===== src/rtl/bp_tag_master_pkg.sv =====
// Packet field widths, command-table entry and FSM state for the tag master.
package bp_tag_master_pkg;

    // Field widths of one tag packet as stored in the command table.
    localparam int tag_len_width_gp     = 4;
    localparam int tag_node_id_width_gp = 4;
    localparam int tag_payload_width_gp = 16;
    localparam int tag_num_cmds_gp      = 7;

    typedef logic [tag_len_width_gp-1:0]     tag_len_t;
    typedef logic [tag_node_id_width_gp-1:0] tag_node_id_t;
    typedef logic [tag_payload_width_gp-1:0] tag_payload_t;

    // One command-table entry: which client, reset or data, and what to send.
    typedef struct packed {
        tag_node_id_t node_id;
        logic         data_not_reset;
        tag_len_t     len;
        tag_payload_t payload;
    } tag_cmd_s;

    // Master sequencing states; LOAD is the cycle that emits the start bit of a packet.
    typedef enum logic [1:0] {
        e_idle  = 2'd0,
        e_load  = 2'd1,
        e_shift = 2'd2,
        e_done  = 2'd3
    } tag_state_e;

    // Keep only the low 'width' bits of a payload value.
    function automatic tag_payload_t fit_payload(input int value, input int width);
        int mask;
        mask = (1 << width) - 1;
        return tag_payload_t'(value & mask);
    endfunction

    // Build one command-table entry from plain integers.
    function automatic tag_cmd_s make_cmd(input int node, input logic dnr,
                                          input int width, input int value);
        tag_cmd_s c;
        c.node_id        = tag_node_id_t'(node);
        c.data_not_reset = dnr;
        c.len            = tag_len_t'(width);
        c.payload        = fit_payload(value, width);
        return c;
    endfunction

endpackage


===== src/rtl/bsg_tag_pkg.sv =====
// Tag bus definitions shared by every tag master and tag client.
package bsg_tag_pkg;

    // One client's view of the tag bus: clock, serial data, parameter select, enable.
    typedef struct packed {
        logic clk;
        logic op;
        logic param;
        logic en;
    } bsg_tag_s;

endpackage


===== src/rtl/bp_tag_packet_serializer.sv =====
// Turns one command-table entry into the serial tag bit stream, one bit per cycle.
// Bit 0 is the start bit, then node_id and len MSB first, then payload LSB first.
// done_o marks the cycle carrying the last bit, so the next entry can start
// on the following cycle without a gap.
module bp_tag_packet_serializer
    import bp_tag_master_pkg::*;
#(
    parameter int lg_width_p      = 4,
    parameter int node_id_width_p = 2
) (
    input  logic     clk_i,
    input  logic     reset_i,
    input  logic     active_i,
    input  tag_cmd_s cmd_i,
    output logic     bit_o,
    output logic     done_o
);

    localparam int hdr_bits_lp = 2 + node_id_width_p + lg_width_p;

    logic [7:0]             idx_q, idx_d;
    logic [7:0]             total_bits;
    logic [hdr_bits_lp-1:0] hdr, hdr_shift;
    tag_payload_t           pay_shift;

    assign hdr = {1'b1, cmd_i.node_id[node_id_width_p-1:0], cmd_i.data_not_reset,
                  cmd_i.len[lg_width_p-1:0]};
    assign total_bits = 8'(hdr_bits_lp) + 8'(cmd_i.len);
    assign done_o     = active_i && (idx_q == total_bits - 8'd1);

    // Select the current bit: header bits MSB first, then payload LSB first.
    always_comb begin
        hdr_shift = hdr << idx_q;
        pay_shift = cmd_i.payload >> (idx_q - 8'(hdr_bits_lp));
        bit_o     = 1'b0;
        if (idx_q < 8'(hdr_bits_lp)) begin
            bit_o = hdr_shift[hdr_bits_lp-1];
        end else begin
            bit_o = pay_shift[0];
        end
    end

    // Bit index advances while active and wraps to 0 after the last bit.
    always_comb begin
        idx_d = idx_q + 8'd1;
        if (!active_i || done_o) begin
            idx_d = '0;
        end
    end

    // Bit index register.
    always_ff @(posedge clk_i or posedge reset_i) begin
        if (reset_i) begin
            idx_q <= '0;
        end else begin
            idx_q <= idx_d;
        end
    end

endmodule


===== src/rtl/bp_tag_master.sv =====
// Tag master: after a quiet period, programs tile reset and tile X/Y
// coordinates into three tag clients over one shared serial line,
// then raises tag_done_o until the next reset.
module bp_tag_master
    import bp_tag_master_pkg::*;
    import bsg_tag_pkg::*;
#(
    parameter int els_p          = 3,
    parameter int lg_width_p     = 4,
    parameter int x_cord_width_p = 7,
    parameter int y_cord_width_p = 7,
    parameter int x_cord_p       = 0,
    parameter int y_cord_p       = 1,
    parameter int idle_cycles_p  = 8
) (
    input  logic                 clk_i,
    input  logic                 reset_i,
    output bsg_tag_s [els_p-1:0] bsg_tag_o,
    output logic                 tag_done_o
);

    localparam int node_id_width_lp = $clog2(els_p);

    tag_state_e  state_q, state_d;
    logic [15:0] idle_cnt_q, idle_cnt_d;
    logic [2:0]  cmd_idx_q, cmd_idx_d;
    tag_cmd_s    cmd;
    logic        active, ser_bit, ser_done, op;

    // Command table: reset packets to every client, then data, then release tile reset.
    always_comb begin
        cmd = '0;
        case (cmd_idx_q)
            3'd0:    cmd = make_cmd(0, 1'b0, 1,              -1);
            3'd1:    cmd = make_cmd(1, 1'b0, x_cord_width_p, -1);
            3'd2:    cmd = make_cmd(2, 1'b0, y_cord_width_p, -1);
            3'd3:    cmd = make_cmd(0, 1'b1, 1,              1);
            3'd4:    cmd = make_cmd(1, 1'b1, x_cord_width_p, x_cord_p);
            3'd5:    cmd = make_cmd(2, 1'b1, y_cord_width_p, y_cord_p);
            3'd6:    cmd = make_cmd(0, 1'b1, 1,              0);
            default: cmd = '0;
        endcase
    end

    assign active = (state_q == e_load) || (state_q == e_shift);
    assign op     = active & ser_bit;

    bp_tag_packet_serializer #(
        .lg_width_p     (lg_width_p),
        .node_id_width_p(node_id_width_lp)
    ) u_serializer (
        .clk_i   (clk_i),
        .reset_i (reset_i),
        .active_i(active),
        .cmd_i   (cmd),
        .bit_o   (ser_bit),
        .done_o  (ser_done)
    );

    // Next state: count the quiet period, then stream packets back to back.
    always_comb begin
        state_d    = state_q;
        idle_cnt_d = idle_cnt_q;
        cmd_idx_d  = cmd_idx_q;
        case (state_q)
            e_idle: begin
                idle_cnt_d = idle_cnt_q + 16'd1;
                if (idle_cnt_q == 16'(idle_cycles_p - 1)) begin
                    state_d = e_load;
                end
            end
            e_load, e_shift: begin
                state_d = e_shift;
                if (ser_done) begin
                    if (cmd_idx_q == 3'(tag_num_cmds_gp - 1)) begin
                        state_d = e_done;
                    end else begin
                        cmd_idx_d = cmd_idx_q + 3'd1;
                        state_d   = e_load;
                    end
                end
            end
            e_done:  state_d = e_done;
            default: state_d = e_idle;
        endcase
    end

    // State, idle counter and command index registers.
    always_ff @(posedge clk_i or posedge reset_i) begin
        if (reset_i) begin
            state_q    <= e_idle;
            idle_cnt_q <= '0;
            cmd_idx_q  <= '0;
        end else begin
            state_q    <= state_d;
            idle_cnt_q <= idle_cnt_d;
            cmd_idx_q  <= cmd_idx_d;
        end
    end

    assign tag_done_o = (state_q == e_done);

    // Every client sees the same clock, the same serial line, param 0 and enable 1.
    for (genvar i = 0; i < els_p; i++) begin : g_tag
        assign bsg_tag_o[i] = '{clk: clk_i, op: op, param: 1'b0, en: 1'b1};
    end

endmodule


===== config.mk =====
export PLATFORM = sky130hd
export DESIGN_NAME = bp_tag_master
export DESIGN_NICKNAME = d
export VERILOG_FILES = /design/src/rtl/bp_tag_master_pkg.sv /design/src/rtl/bsg_tag_pkg.sv /design/src/rtl/bp_tag_packet_serializer.sv /design/src/rtl/bp_tag_master.sv
export SDC_FILE = /design/constraint.sdc
export NUM_CORES = 1
export LEC_CHECK = 0
export ABC_AREA = 1
export ABC_CLOCK_PERIOD_IN_PS = 2250
export BUFFER_PORTS_ARGS = -buffer_cell sky130_fd_sc_hd__buf_2
export CAP_MARGIN = 0
export CORE_UTILIZATION = 59
export DETAILED_ROUTE_END_ITERATION = 8
export PLACE_DENSITY = 0.79
export SKIP_CTS_REPAIR_TIMING = 1
export SLEW_MARGIN = 20
export SYNTH_ARGS = -nofsm -noshare
export SYNTH_HDL_FRONTEND = slang
export SYNTH_SLANG_ARGS = --single-unit
export TNS_END_PERCENT = 20

===== constraint.sdc =====
create_clock -name clk_i -period 2.25 [get_ports clk_i]
set_input_delay 0.45 -clock clk_i [delete_from_list [all_inputs] [get_ports clk_i]]
set_output_delay 0.45 -clock clk_i [all_outputs]
set_load 0.01 [all_outputs]

==> results.cfg <==
[outcome]
outcome = finished with violations
violations = setup timing

[setup_path]
ff2ff_setup_slack_ns = 0.39
path_class = flip-flop to primary output
critPathMaxFanout = 5
worstPathRequired_ns = 1.80
reg2regPathDepth = 11
arrival_ns = 2.03
startpoint_type = flip-flop
end_kind = primary output

[grt]
grt_max_degree = 30
grt_pass1_vias = 1272
grt_overflow = 0
antenna_found_initial = 0
grtUsageTotal_pct = 19.5
grt_pass1_wl_microns = 4750

[cells_and_area]
diodes = 0
multi_input_area_sq_um = 990
fin_nets = 264
area_growth_pct = 7.78
finalInstanceArea_sq_mm = 0.00206
postLayoutCoreUtil_pct = 67.5
drive_gt1_share_pct = 20.2
regArea_sq_um = 727
fill_cells = 268

[detailed_routing]
antenna_left = 0
drc = 0
viasPerCell = 4.84
dr_total_vias = 1432
drt_iter0_markers = 61
dr.pass1.iters = 4
wl_per_cell_microns = 10.1
drt-total-wl_microns = 2990

[sta]
setup_violations = 3
slew_violations = 0
whs_ns = 0.0626
post-route-min-period_ns = 2.48
timing.fmax_mhz = 403
rsz0062_at_grt = yes
hold_viol = 0
skew_ns = 0.00480
fin_crit_sh_pct = 110
setup_ws_ns = -0.234

[synth]
syn_avg_cell_area_sq_um = 8.07
syn_inst = 237
yosys_warnings = 0
ys_seq_area_share_pct = 37.9
synth_cell_types = 32
ys_ff_latch = 29
syn-cell-area_sq_mm = 0.00191

[power_and_ir_drop]
ir_drop_uv = 523
power_switching_uw = 280
p_seq_share_pct = 49.9
power_density_mw_per_mm2 = 506
combPwrFrac_pct = 1.6
p_int_uw = 764
clkPwrFrac_pct = 48.6
p_sw_share_pct = 26.8
fin_total_pwr_mw = 1.04
p_leak_nw = 1.14

[floorplan]
core_area_sq_mm = 0.00305
die_x_microns = 58.9
die_area_sq_mm = 0.00347
ios = 15
die_height_microns = 58.9
initial_utilization_pct = 62.7
fp-row-count = 20

[placed_design]
gp_congestion = 0.951
port_buffers = 8
place_ws_ns = 0.103
placed_area_sq_mm = 0.00194
dpl.hpwl_microns = 2150

[clock_tree]
clkTransAtPathRegs_ns = 0.09
tritoncts = built
clk_latency_ns = 0.44

[flow_run]
cap_violations = 0

[hold_path]
hp-class = primary input to async pin
## cells by family (layout without fill, tap and decap cells)
group                      count (synthesis)  after routing  share of synthesized area (%)
and+or+nand+nor                          113            113                           29.7
buffers and inverters                     51             62                           12.8
DFF                                       29             29                           37.9
xor gates and xnor gates                  16             16                           7.33
AOI/OAI and AO/OA                         14             14                           4.05
adders and majority gates                 12             12                           7.85
other                                      2              6                          0.393
## per-stage QoR
stage,cells,setup TNS (ns)
3_5_place_dp,282,0
4_1_cts,295,-1.19
3_3_place_gp,282,0
2_1_floorplan,241,0
6_report,296,-0.702
5_1_grt,296,-1.09
## flip-flops by register name, summed over array words and instances (netlist names)
register	flops
cmd_idx_q	3
idle_cnt_q	16
state_q	2
u_serializer.idx_q	8
## power groups by stage
stage | registers, mW | clock network [mW] | logic [mW]
after floorplan | 0.531 | 0.110 | 0.0198
after global placement | 0.531 | 0.0806 | 0.0168
after detailed placement | 0.531 | 0.0806 | 0.0170
after CTS | 0.521 | 0.527 | 0.0170
after global routing | 0.521 | 0.550 | 0.0197
final | 0.521 | 0.507 | 0.0165
## cell type report
cell class / instances / area share [%]
repair buffers: 8 / 2.31
multi-input cells: 161 / 48.0
inverters: 38 / 6.92
clock inverters: 2 / 0.485
flip-flops and latches: 29 / 35.3
clock buffers: 14 / 4.37
well taps: 44 / 2.67
## critical path, stage by stage (launching register included)
cell     delay, ns
dfrtp_2       0.42
inv_2         0.07
ha_4          0.27
nand2_2       0.05
nor4_2        0.26
nand2_1       0.08
o21ai_1       0.12
nand2_1       0.07
nor2_2        0.12
buf_2         0.14
## cells in the mapped netlist (all sizes together)
| library cell | n | share of area [%] |
|---|---|---|
| nor3b | 1 | 0.65 |
| nand4 | 6 | 2.6 |
| o21a | 1 | 0.39 |
| conb | 2 | 0.39 |
| buf | 13 | 5.3 |
| nor4 | 2 | 0.98 |
| xnor2 | 1 | 0.46 |
| o21bai | 2 | 0.78 |
| or2 | 2 | 0.65 |
| nor2 | 22 | 5.6 |
| o21ai | 3 | 0.78 |
| dfrtp | 29 | 38 |
| nand2 | 59 | 12 |
| nand3 | 13 | 3.7 |
| a21oi | 8 | 2.1 |
| and3 | 1 | 0.33 |
| nor3 | 7 | 2.7 |
| ha | 12 | 7.8 |
| inv | 38 | 7.5 |
| xor2 | 15 | 6.9 |
## routing by layer
layer | global-route usage (%) | routed length (microns)
met1 | 21.7 | 1400
met5 | 0 | 0
met2 | 29.9 | 1400
met3 | 7.91 | 148
met4 | 14.6 | 40
## cells in the final DEF (no fill, tap or decap), drive strengths merged
master | netlist | routed
nor4 | 2 | 2
dfrtp | 29 | 29
a21oi | 8 | 8
nand2 | 59 | 59
xor2 | 15 | 15
conb | 2 | 6
nor2 | 22 | 22
nor3 | 7 | 7
xnor2 | 1 | 1
clkinv | 0 | 2
ha | 12 | 12
or2 | 2 | 2
clkbuf | 0 | 11
buf | 13 | 11
nand4 | 6 | 6
inv | 38 | 38
o21a | 1 | 1
and3 | 1 | 1
nand3 | 13 | 13
o21bai | 2 | 2
o21ai | 3 | 3
nor3b | 1 | 1
## worst paths after layout
kind                                         end                  start
setup / recovery                    bsg_tag_o[6]  u_serializer.idx_q[3]
hold / removal                      cmd_idx_q[1]                reset_i
setup reg to reg                  idle_cnt_q[15]             state_q[0]
hold reg to reg                   idle_cnt_q[13]         idle_cnt_q[13]
max in group asynchronous  u_serializer.idx_q[3]                reset_i
min in group clk_i                idle_cnt_q[13]         idle_cnt_q[13]
Power figures use the tool's default switching activity.
